--- src/rtl/fft_stage_sequencer.sv ---
// Address and twiddle sequencer for an in-place radix-2 DIT FFT.
// Issues one butterfly read pair per cycle and delays each pair by the
// datapath latency to form its write-back. Between stages it drains the
// pipeline so the next stage never reads a location with a pending write.
module fft_stage_sequencer #(
  parameter int LOG2N    = 4,
  parameter int PIPE_LAT = 18
) (
  input  logic                   i_clk,
  input  logic                   i_reset,
  input  logic                   i_start,
  input  logic                   i_hold,
  output logic                   o_busy,
  output logic                   o_done,
  output logic [$clog2(LOG2N):0] o_stage,
  output logic                   o_rd_en,
  output logic [LOG2N-1:0]       o_rd_addr_a,
  output logic [LOG2N-1:0]       o_rd_addr_b,
  output logic [LOG2N-2:0]       o_tw_idx,
  output logic                   o_wr_en,
  output logic [LOG2N-1:0]       o_wr_addr_a,
  output logic [LOG2N-1:0]       o_wr_addr_b
);

  localparam int SW = $clog2(LOG2N) + 1;
  localparam int KW = LOG2N - 1;
  localparam int IW = $clog2(PIPE_LAT + 1);

  typedef enum logic [1:0] {S_IDLE, S_ISSUE, S_DRAIN, S_DONE} state_t;

  state_t            state;
  logic [KW-1:0]     k;
  logic [IW-1:0]     inflight;
  logic [IW-1:0]     inflight_next;
  logic              last_stage;

  logic [KW-1:0]     gen_k;
  logic [SW-1:0]     gen_s;
  logic [LOG2N-1:0]  kk;
  logic [LOG2N-1:0]  mask;
  logic [LOG2N-1:0]  pos;
  logic [LOG2N-1:0]  gen_a;
  logic [LOG2N-1:0]  gen_b;
  logic [LOG2N-1:0]  tw_full;
  logic [KW-1:0]     gen_tw;

  logic              sr_v [PIPE_LAT];
  logic [LOG2N-1:0]  sr_a [PIPE_LAT];
  logic [LOG2N-1:0]  sr_b [PIPE_LAT];

  // Butterfly to be issued at the next edge; on the entry edges of a stage
  // (start, or drain completion) it is k=0 of the stage being entered.
  always_comb begin
    gen_k = '0;
    gen_s = '0;
    case (state)
      S_ISSUE: begin
        gen_k = k;
        gen_s = o_stage;
      end
      S_DRAIN: gen_s = o_stage + 1'b1;
      default: ;
    endcase
    kk      = {1'b0, gen_k};
    mask    = (LOG2N'(1) << gen_s) - LOG2N'(1);
    pos     = kk & mask;
    gen_a   = ((kk >> gen_s) << (gen_s + SW'(1))) | pos;
    gen_b   = gen_a + (LOG2N'(1) << gen_s);
    tw_full = pos << (SW'(LOG2N - 1) - gen_s);
    gen_tw  = tw_full[KW-1:0];
  end

  // Pending-write bookkeeping and final-stage flag
  always_comb begin
    inflight_next = inflight + IW'(o_rd_en) - IW'(o_wr_en);
    last_stage    = (o_stage == SW'(LOG2N - 1));
  end

  // Control FSM with registered outputs and issue counter
  always_ff @(posedge i_clk or negedge i_reset) begin
    if (!i_reset) begin
      state       <= S_IDLE;
      k           <= '0;
      inflight    <= '0;
      o_busy      <= 1'b0;
      o_done      <= 1'b0;
      o_stage     <= '0;
      o_rd_en     <= 1'b0;
      o_rd_addr_a <= '0;
      o_rd_addr_b <= '0;
      o_tw_idx    <= '0;
    end else begin
      o_rd_en  <= 1'b0;
      o_done   <= 1'b0;
      inflight <= inflight_next;
      case (state)
        S_IDLE: begin
          if (i_start) begin
            state   <= S_ISSUE;
            o_busy  <= 1'b1;
            o_stage <= '0;
            k       <= '0;
            if (!i_hold) begin
              o_rd_en     <= 1'b1;
              o_rd_addr_a <= gen_a;
              o_rd_addr_b <= gen_b;
              o_tw_idx    <= gen_tw;
              k           <= KW'(1);
            end
          end
        end
        S_ISSUE: begin
          if (!i_hold) begin
            o_rd_en     <= 1'b1;
            o_rd_addr_a <= gen_a;
            o_rd_addr_b <= gen_b;
            o_tw_idx    <= gen_tw;
            k           <= k + 1'b1;
            if (k == '1) state <= S_DRAIN;
          end
        end
        S_DRAIN: begin
          // The edge retiring the last write also issues the next stage's
          // first butterfly, so no idle cycle separates the stages.
          if (inflight_next == '0) begin
            if (last_stage) begin
              state  <= S_DONE;
              o_busy <= 1'b0;
              o_done <= 1'b1;
            end else begin
              state   <= S_ISSUE;
              o_stage <= o_stage + 1'b1;
              k       <= '0;
              if (!i_hold) begin
                o_rd_en     <= 1'b1;
                o_rd_addr_a <= gen_a;
                o_rd_addr_b <= gen_b;
                o_tw_idx    <= gen_tw;
                k           <= KW'(1);
              end
            end
          end
        end
        default: state <= S_IDLE;
      endcase
    end
  end

  // Write-back delay line; free-running, fed from the registered read pair
  always_ff @(posedge i_clk or negedge i_reset) begin
    if (!i_reset) begin
      for (int unsigned i = 0; i < PIPE_LAT; i++) begin
        sr_v[i] <= 1'b0;
        sr_a[i] <= '0;
        sr_b[i] <= '0;
      end
    end else begin
      sr_v[0] <= o_rd_en;
      sr_a[0] <= o_rd_addr_a;
      sr_b[0] <= o_rd_addr_b;
      for (int unsigned i = 1; i < PIPE_LAT; i++) begin
        sr_v[i] <= sr_v[i-1];
        sr_a[i] <= sr_a[i-1];
        sr_b[i] <= sr_b[i-1];
      end
    end
  end

  assign o_wr_en     = sr_v[PIPE_LAT-1];
  assign o_wr_addr_a = sr_a[PIPE_LAT-1];
  assign o_wr_addr_b = sr_b[PIPE_LAT-1];

endmodule
--- config.mk ---
export PLATFORM = sky130hd
export DESIGN_NAME = fft_stage_sequencer
export DESIGN_NICKNAME = d
export VERILOG_FILES = /design/src/rtl/fft_stage_sequencer.sv
export SDC_FILE = /design/constraint.sdc
export NUM_CORES = 1
export LEC_CHECK = 0
export ABC_AREA = 1
export CAP_MARGIN = 0
export CORE_MARGIN = 1.5
export CORE_UTILIZATION = 66
export CTS_BUF_LIST = sky130_fd_sc_hd__clkbuf_4 sky130_fd_sc_hd__clkbuf_8
export CTS_CLUSTER_DIAMETER = 150
export CTS_CLUSTER_SIZE = 14
export DETAILED_ROUTE_END_ITERATION = 10
export PLACE_DENSITY = 0.95
export SLEW_MARGIN = 20
export SYNTH_ARGS = -nofsm -noshare
export SYNTH_HDL_FRONTEND = slang
export SYNTH_SLANG_ARGS = --single-unit
--- constraint.sdc ---
create_clock -name i_clk -period 5.6 [get_ports i_clk]
set_input_delay 0.84 -clock i_clk [delete_from_list [all_inputs] [get_ports i_clk]]
set_output_delay 0.84 -clock i_clk [all_outputs]
set_load 0.05 [all_outputs]
-- Word level (Yosys, flattened, before mapping)
Cells that the tools add are included.
- flip-flop bits (word level): 189
- output and inout bits: 26
- $add $sub $neg: 8
- eq/ne operators: 10
- shifts and indexed selects: 4
- multiplexer cells: 45
- bitwise operators: 2
- reduce and logical (&&, ||, !) cells: 9
- operator list (operator ; count):
    $mux W3 ; 12
    $mux W4 ; 8
    $pmux W4 S3 ; 2
    $pmux W3 S3 ; 2
    $reduce_and A4 Y1 ; 4
    $ne A2 B2 Y1 const B ; 6
    $pmux W3 S2 ; 2
    $mux W1 ; 11
    $mux W2 ; 5
    $add A3 B1 Y3 const B ; 3
    $pmux W2 S3 ; 1
    $add A5 B1 Y5 ; 1
    $logic_not A5 Y1 ; 1
    $reduce_and A5 Y1 ; 1
    $sub A5 B1 Y5 ; 1
    $add A4 B4 Y4 ; 1
    $and A3 B4 Y4 ; 1
    $or A4 B4 Y4 ; 1
    $shl A1 B3 Y4 const A ; 1
    $shl A4 B3 Y3 ; 1
    $shl A4 B3 Y4 ; 1
    $shr A3 B3 Y4 ; 1
    $sub A4 B2 Y4 const B ; 1
    $eq A3 B2 Y1 const B ; 1
    9 further kinds ; 9

-- Logic depth before layout (Yosys ltp)
- depth after elaboration: 11
- depth in mapped cells: 21

-- Worst setup path after synthesis
No wires, ideal clock.
- path kind: register -> register
- start: register o_stage[0]
- end: register o_rd_addr_b[3]
- data arrival time: 2.919 ns
- data required time: 5.482 ns
- path slack: 2.563 ns
- stages on the path, launching flop included: 19
- path through: dfrtp_1 > ha_1 > nand2_1 > nand2_1 > nand2_2 > inv_1 > ha_1 > ha_1 > nand2_1 > inv_1 > nand4_1 > nand3_1 > ha_1 > a21oi_1 > nand2_1 > xor2_1 > nand3_1 > nand3_1 > nand2_1
- cells in the longest elaborated chain, start to end: 11
- elaborated cells between the ends (all ways): 18
- those cells by class: add/sub: 4; eq/ne: 2; shift: 3; mux: 6; bitwise: 2; reduce/logical: 1
- RTL lines (what ; RTL line ; RTL):
    start: declaration ; 15 ; output logic [$clog2(LOG2N):0] o_stage,
    start signal: assignment ; 132 ; o_stage <= o_stage + 1'b1;
    $add A3 B1 Y3 ; 61 ; S_DRAIN: gen_s = o_stage + 1'b1;
    $pmux W3 S2 * ; 56 ; case (state)
    $shl A1 B3 Y4 ; 65 ; mask = (LOG2N'(1) << gen_s) - LOG2N'(1);
    $sub A4 B2 Y4 ; 65 ;
    $and A3 B4 Y4 ; 66 ; pos = kk & mask;
    $or A4 B4 Y4 * ; 67 ; gen_a = ((kk >> gen_s) << (gen_s + SW'(1))) | pos;
    named net gen_a[2] ; 42 ; logic [LOG2N-1:0] gen_a;
    $add A4 B4 Y4 * ; 68 ; gen_b = gen_a + (LOG2N'(1) << gen_s);
    $mux W4 * ; 103, 113, 134 ;
    $mux W4 ; 126 ; if (last_stage) begin
    $mux W4 ; 125 ; if (inflight_next == '0) begin
    $pmux W4 S3 * ; 96 ; case (state)
    end signal: assignment ; 106 ; o_rd_addr_b <= gen_b;
    end signal: assignment ; 116 ; o_rd_addr_b <= gen_b;
    end signal: assignment ; 137 ; o_rd_addr_b <= gen_b;
    end: declaration ; 18 ; output logic [LOG2N-1:0] o_rd_addr_b,
Mark *: on every way through the listed nets, which the timed path passes. The rest lies on a longest branch. The select of a mux whose other input is x is not followed.
A chain may end at the register's enable or synchronous reset.

-- Final worst setup path
- start: register state[0]
- end: register o_rd_addr_b[3]
- cells in the longest elaborated chain, start to end: 11
- elaborated cells between the ends (all ways): 23
- those cells by class: add/sub: 3; eq/ne: 5; shift: 3; mux: 7; bitwise: 2; reduce/logical: 3
- RTL lines (what ; RTL line ; RTL):
    start: declaration ; 31 ; state_t state;
    start signal: assignment ; 82 ; state <= S_IDLE;
    start signal: assignment ; 99 ; state <= S_ISSUE;
    start signal: assignment ; 119 ; if (k == '1) state <= S_DRAIN;
    $eq A2 B2 Y1 or $eq A2 B1 Y1 (tied branches) ; 56 ;
    $pmux W3 S2 ; 56 ;
    $shl A1 B3 Y4 ; 65 ;
    $sub A4 B2 Y4 ; 65 ;
    $and A3 B4 Y4 ; 66 ;
    $or A4 B4 Y4 * ; 67 ;
    named net gen_a[2] ; 42 ;
    $add A4 B4 Y4 * ; 68 ;
    $mux W4 * ; 103, 113, 134 ;
    $mux W4 ; 126 ;
    $mux W4 ; 125 ;
    $pmux W4 S3 * ; 96 ;
Marks and branches as above.

==> reports/results.ini <==
[global_routing]
grt_pass1_vias=3180
grt_pass1_wl_um=15000
grt-ovfl-total=0
antenna_found_initial=0
grt_use_total_pct=20.5
met2_usage_pct=33.0
gr-usage-met1_pct=27.3
grt_most_used_layer=met2
grt_max_degree=152
grt_use_met3_pct=5.82

[clocking]
cts_root_buffer=clkbuf_8
postCtsSetupBuffers=0
cts_tree=done
htreeDepth=4
cts_max_path_buffers=2
clk_pin_slew_ps=100
cts_buffers=17
post_cts_resized=0
cts.sinks=189
clk_latency_ps=440
hold_buffers=0

[layout]
num_antenna_cells=0
fin_area_mm2=0.00679
fin_nets=489
nFillCells=494
area_delta_synth_final_pct=12.3
final_common_cell=dfrtp_1
fin_util_pct=77.1
drive_gt1_share_pct=9.53
instances_no_fill=580
layout_common_cells=dfrtp_1 (189), nand2_1 (80), inv_1 (34), clkdlybuf4s50_1 (28), ha_1 (23)

[route]
dr.pass1.iters=7
via_per_inst=5.22
drtIter0Drc=144
route.vias.total=3028
drt-total-wl_um=8750
ant_nets=0
drc_errors=0
wire_per_inst_um=15.1

[die]
core_area_mm2=0.00881
start_util_pct=68.6
chipWidth_um=98.7
io_pins=30
dieArea_mm2=0.00974
dieHeight_um=98.7
rows=34

[sta]
worst_slew_pin_slew_ps=514
period_needed_ps=3430
drv_slew=0
max_freq_mhz=292
rsz0062_at_grt=no
hold_ws_ps=331
setup_viol=0
clock_skew_ps=17.2
worst_slack_ps=2170
finalHoldViolCount=0
max_slew_margin_pct=65.6
period_share_pct=61.2
setup_tns_ps=0

[pwr]
power_density_mw_per_mm2=602
ir_worst_vdd_mv=0.430
total_power_mw=4.09
leakage_nw=3.53

[placed_design]
hpwl_um=5500
placed_cells=548
portBuffers=29
place_ws_ps=2290
place_area_mm2=0.00639
routabilityCongestion=0.877

[critical_path]
cp.arrival_ps=3750
cp.required_ps=5920
worst_setup_path_end_kind=register
rrSetupSlack_ps=2170
timing.critical_path.from_type=register
reg2reg_depth=17
cp_max_fo=12
crit_type=reg2reg

[yosys]
ys_warn_count=0
synth-seq-cells=189
ys_seq_area_share_pct=78.3
syn-num-nets=451
ys_types=29
netlist_instances=422
syn_avg_cell_area_um2=14.3
synthesis.area_mm2=0.00604

[min_path]
hold_class=in2async

[flow_run]
drv_cap=0

[run_status]
outcome=finished clean

[critical path: stages, from the launching register on]
cell and delay [ps]:
dfrtp_1 460, inv_1 130, ha_1 340, nand2_1 120
nand2_1 300, inv_1 180, ha_1 260, inv_1 70
nor2_1 60, o21ai_1 190, nand3_1 140, ha_1 350
a21oi_1 130, nand2_1 70, xor2_1 220, nand3_1 130
nand3_1 100, nand2_1 70
[where the power goes]
group	internal, mW	switching [mW]	leakage [nW]
clock network	0.335	0.482	0.184
registers	1.84	0.187	2.49
logic	0.394	0.850	0.850
[cells by family after synthesis]
group,synth area share (%)
flops,78.3
xor+xnor,0.725
buf+inv,3.79
simple gates,9.34
fa+ha+maj,5.43
compound gates,2.44
[worst paths after layout]
check	to	start
setup / recovery	o_rd_addr_b[3]$_DFFE_PN0P_	state[0]$_DFFE_PN0P_
hold / removal	sr_b[6]$_DFF_PN0_	i_reset
setup reg to reg	o_rd_addr_b[3]$_DFFE_PN0P_	state[0]$_DFFE_PN0P_
hold reg to reg	sr_v[10]$_DFF_PN0_	sr_v[11]$_DFF_PN0_
max in group asynchronous	sr_a[40]$_DFF_PN0_	i_reset
min in group i_clk	sr_v[10]$_DFF_PN0_	sr_v[11]$_DFF_PN0_
[cell usage after synthesis]
library cell | count | share of area [%]
nand3_1 | 17 | 1.4
a21oi_1 | 9 | 0.75
xnor2_1 | 2 | 0.29
nand4_1 | 2 | 0.21
nor3_2 | 1 | 0.17
inv_2 | 1 | 0.062
nor2_2 | 1 | 0.10
nor3_1 | 2 | 0.17
buf_2 | 1 | 0.083
inv_4 | 1 | 0.10
o21ai_1 | 1 | 0.083
buf_6 | 1 | 0.19
nand2_1 | 80 | 5.0
ha_1 | 23 | 4.8
buf_4 | 10 | 1.2
nand2_2 | 2 | 0.21
xor2_1 | 3 | 0.43
a21o_1 | 1 | 0.12
dfrtp_1 | 189 | 78
o21a_1 | 1 | 0.12
o21ai_0 | 13 | 1.1
nor2_1 | 17 | 1.1
nor2_8 | 1 | 0.33
nand3b_1 | 3 | 0.37
inv_1 | 34 | 2.1
nand2_4 | 1 | 0.19
fa_1 | 2 | 0.66
nand3_2 | 1 | 0.17
o21ai_2 | 2 | 0.29
[layout make-up]
| class | instances | area [um^2] | area share (%) |
|---|---|---|---|
| sequential | 189 | 4730 | 69.7 |
| multi-input combinational | 185 | 1080 | 16.0 |
| timing repair buffer | 31 | 330 | 4.87 |
| clock buffer | 18 | 248 | 3.65 |
| inverter | 36 | 138 | 2.03 |
| tap | 108 | 135 | 1.99 |
| clock inverter | 13 | 124 | 1.82 |
[per-layer routing]
metal,wire length (um),vias to the layer above,part of all wire (%)
met2,4400,83,50
met1,3930,1547,45
met5,0,-,0
met4,108,0,1.2
met3,311,14,3.6
li1,-,1384,-
[flip-flops by register name, indices dropped and copies added, names as in the netlist, 3 cells and up]
| register | cells |
|---|---|
| o_wr_addr_b | 4 |
| sr_a | 68 |
| o_stage | 3 |
| sr_b | 68 |
| o_tw_idx | 3 |
| o_wr_addr_a | 4 |
| o_rd_addr_b | 4 |
| o_rd_addr_a | 4 |
| sr_v | 17 |
| inflight | 5 |
| k | 3 |
Note: power is estimated with default switching activity, not from simulation.
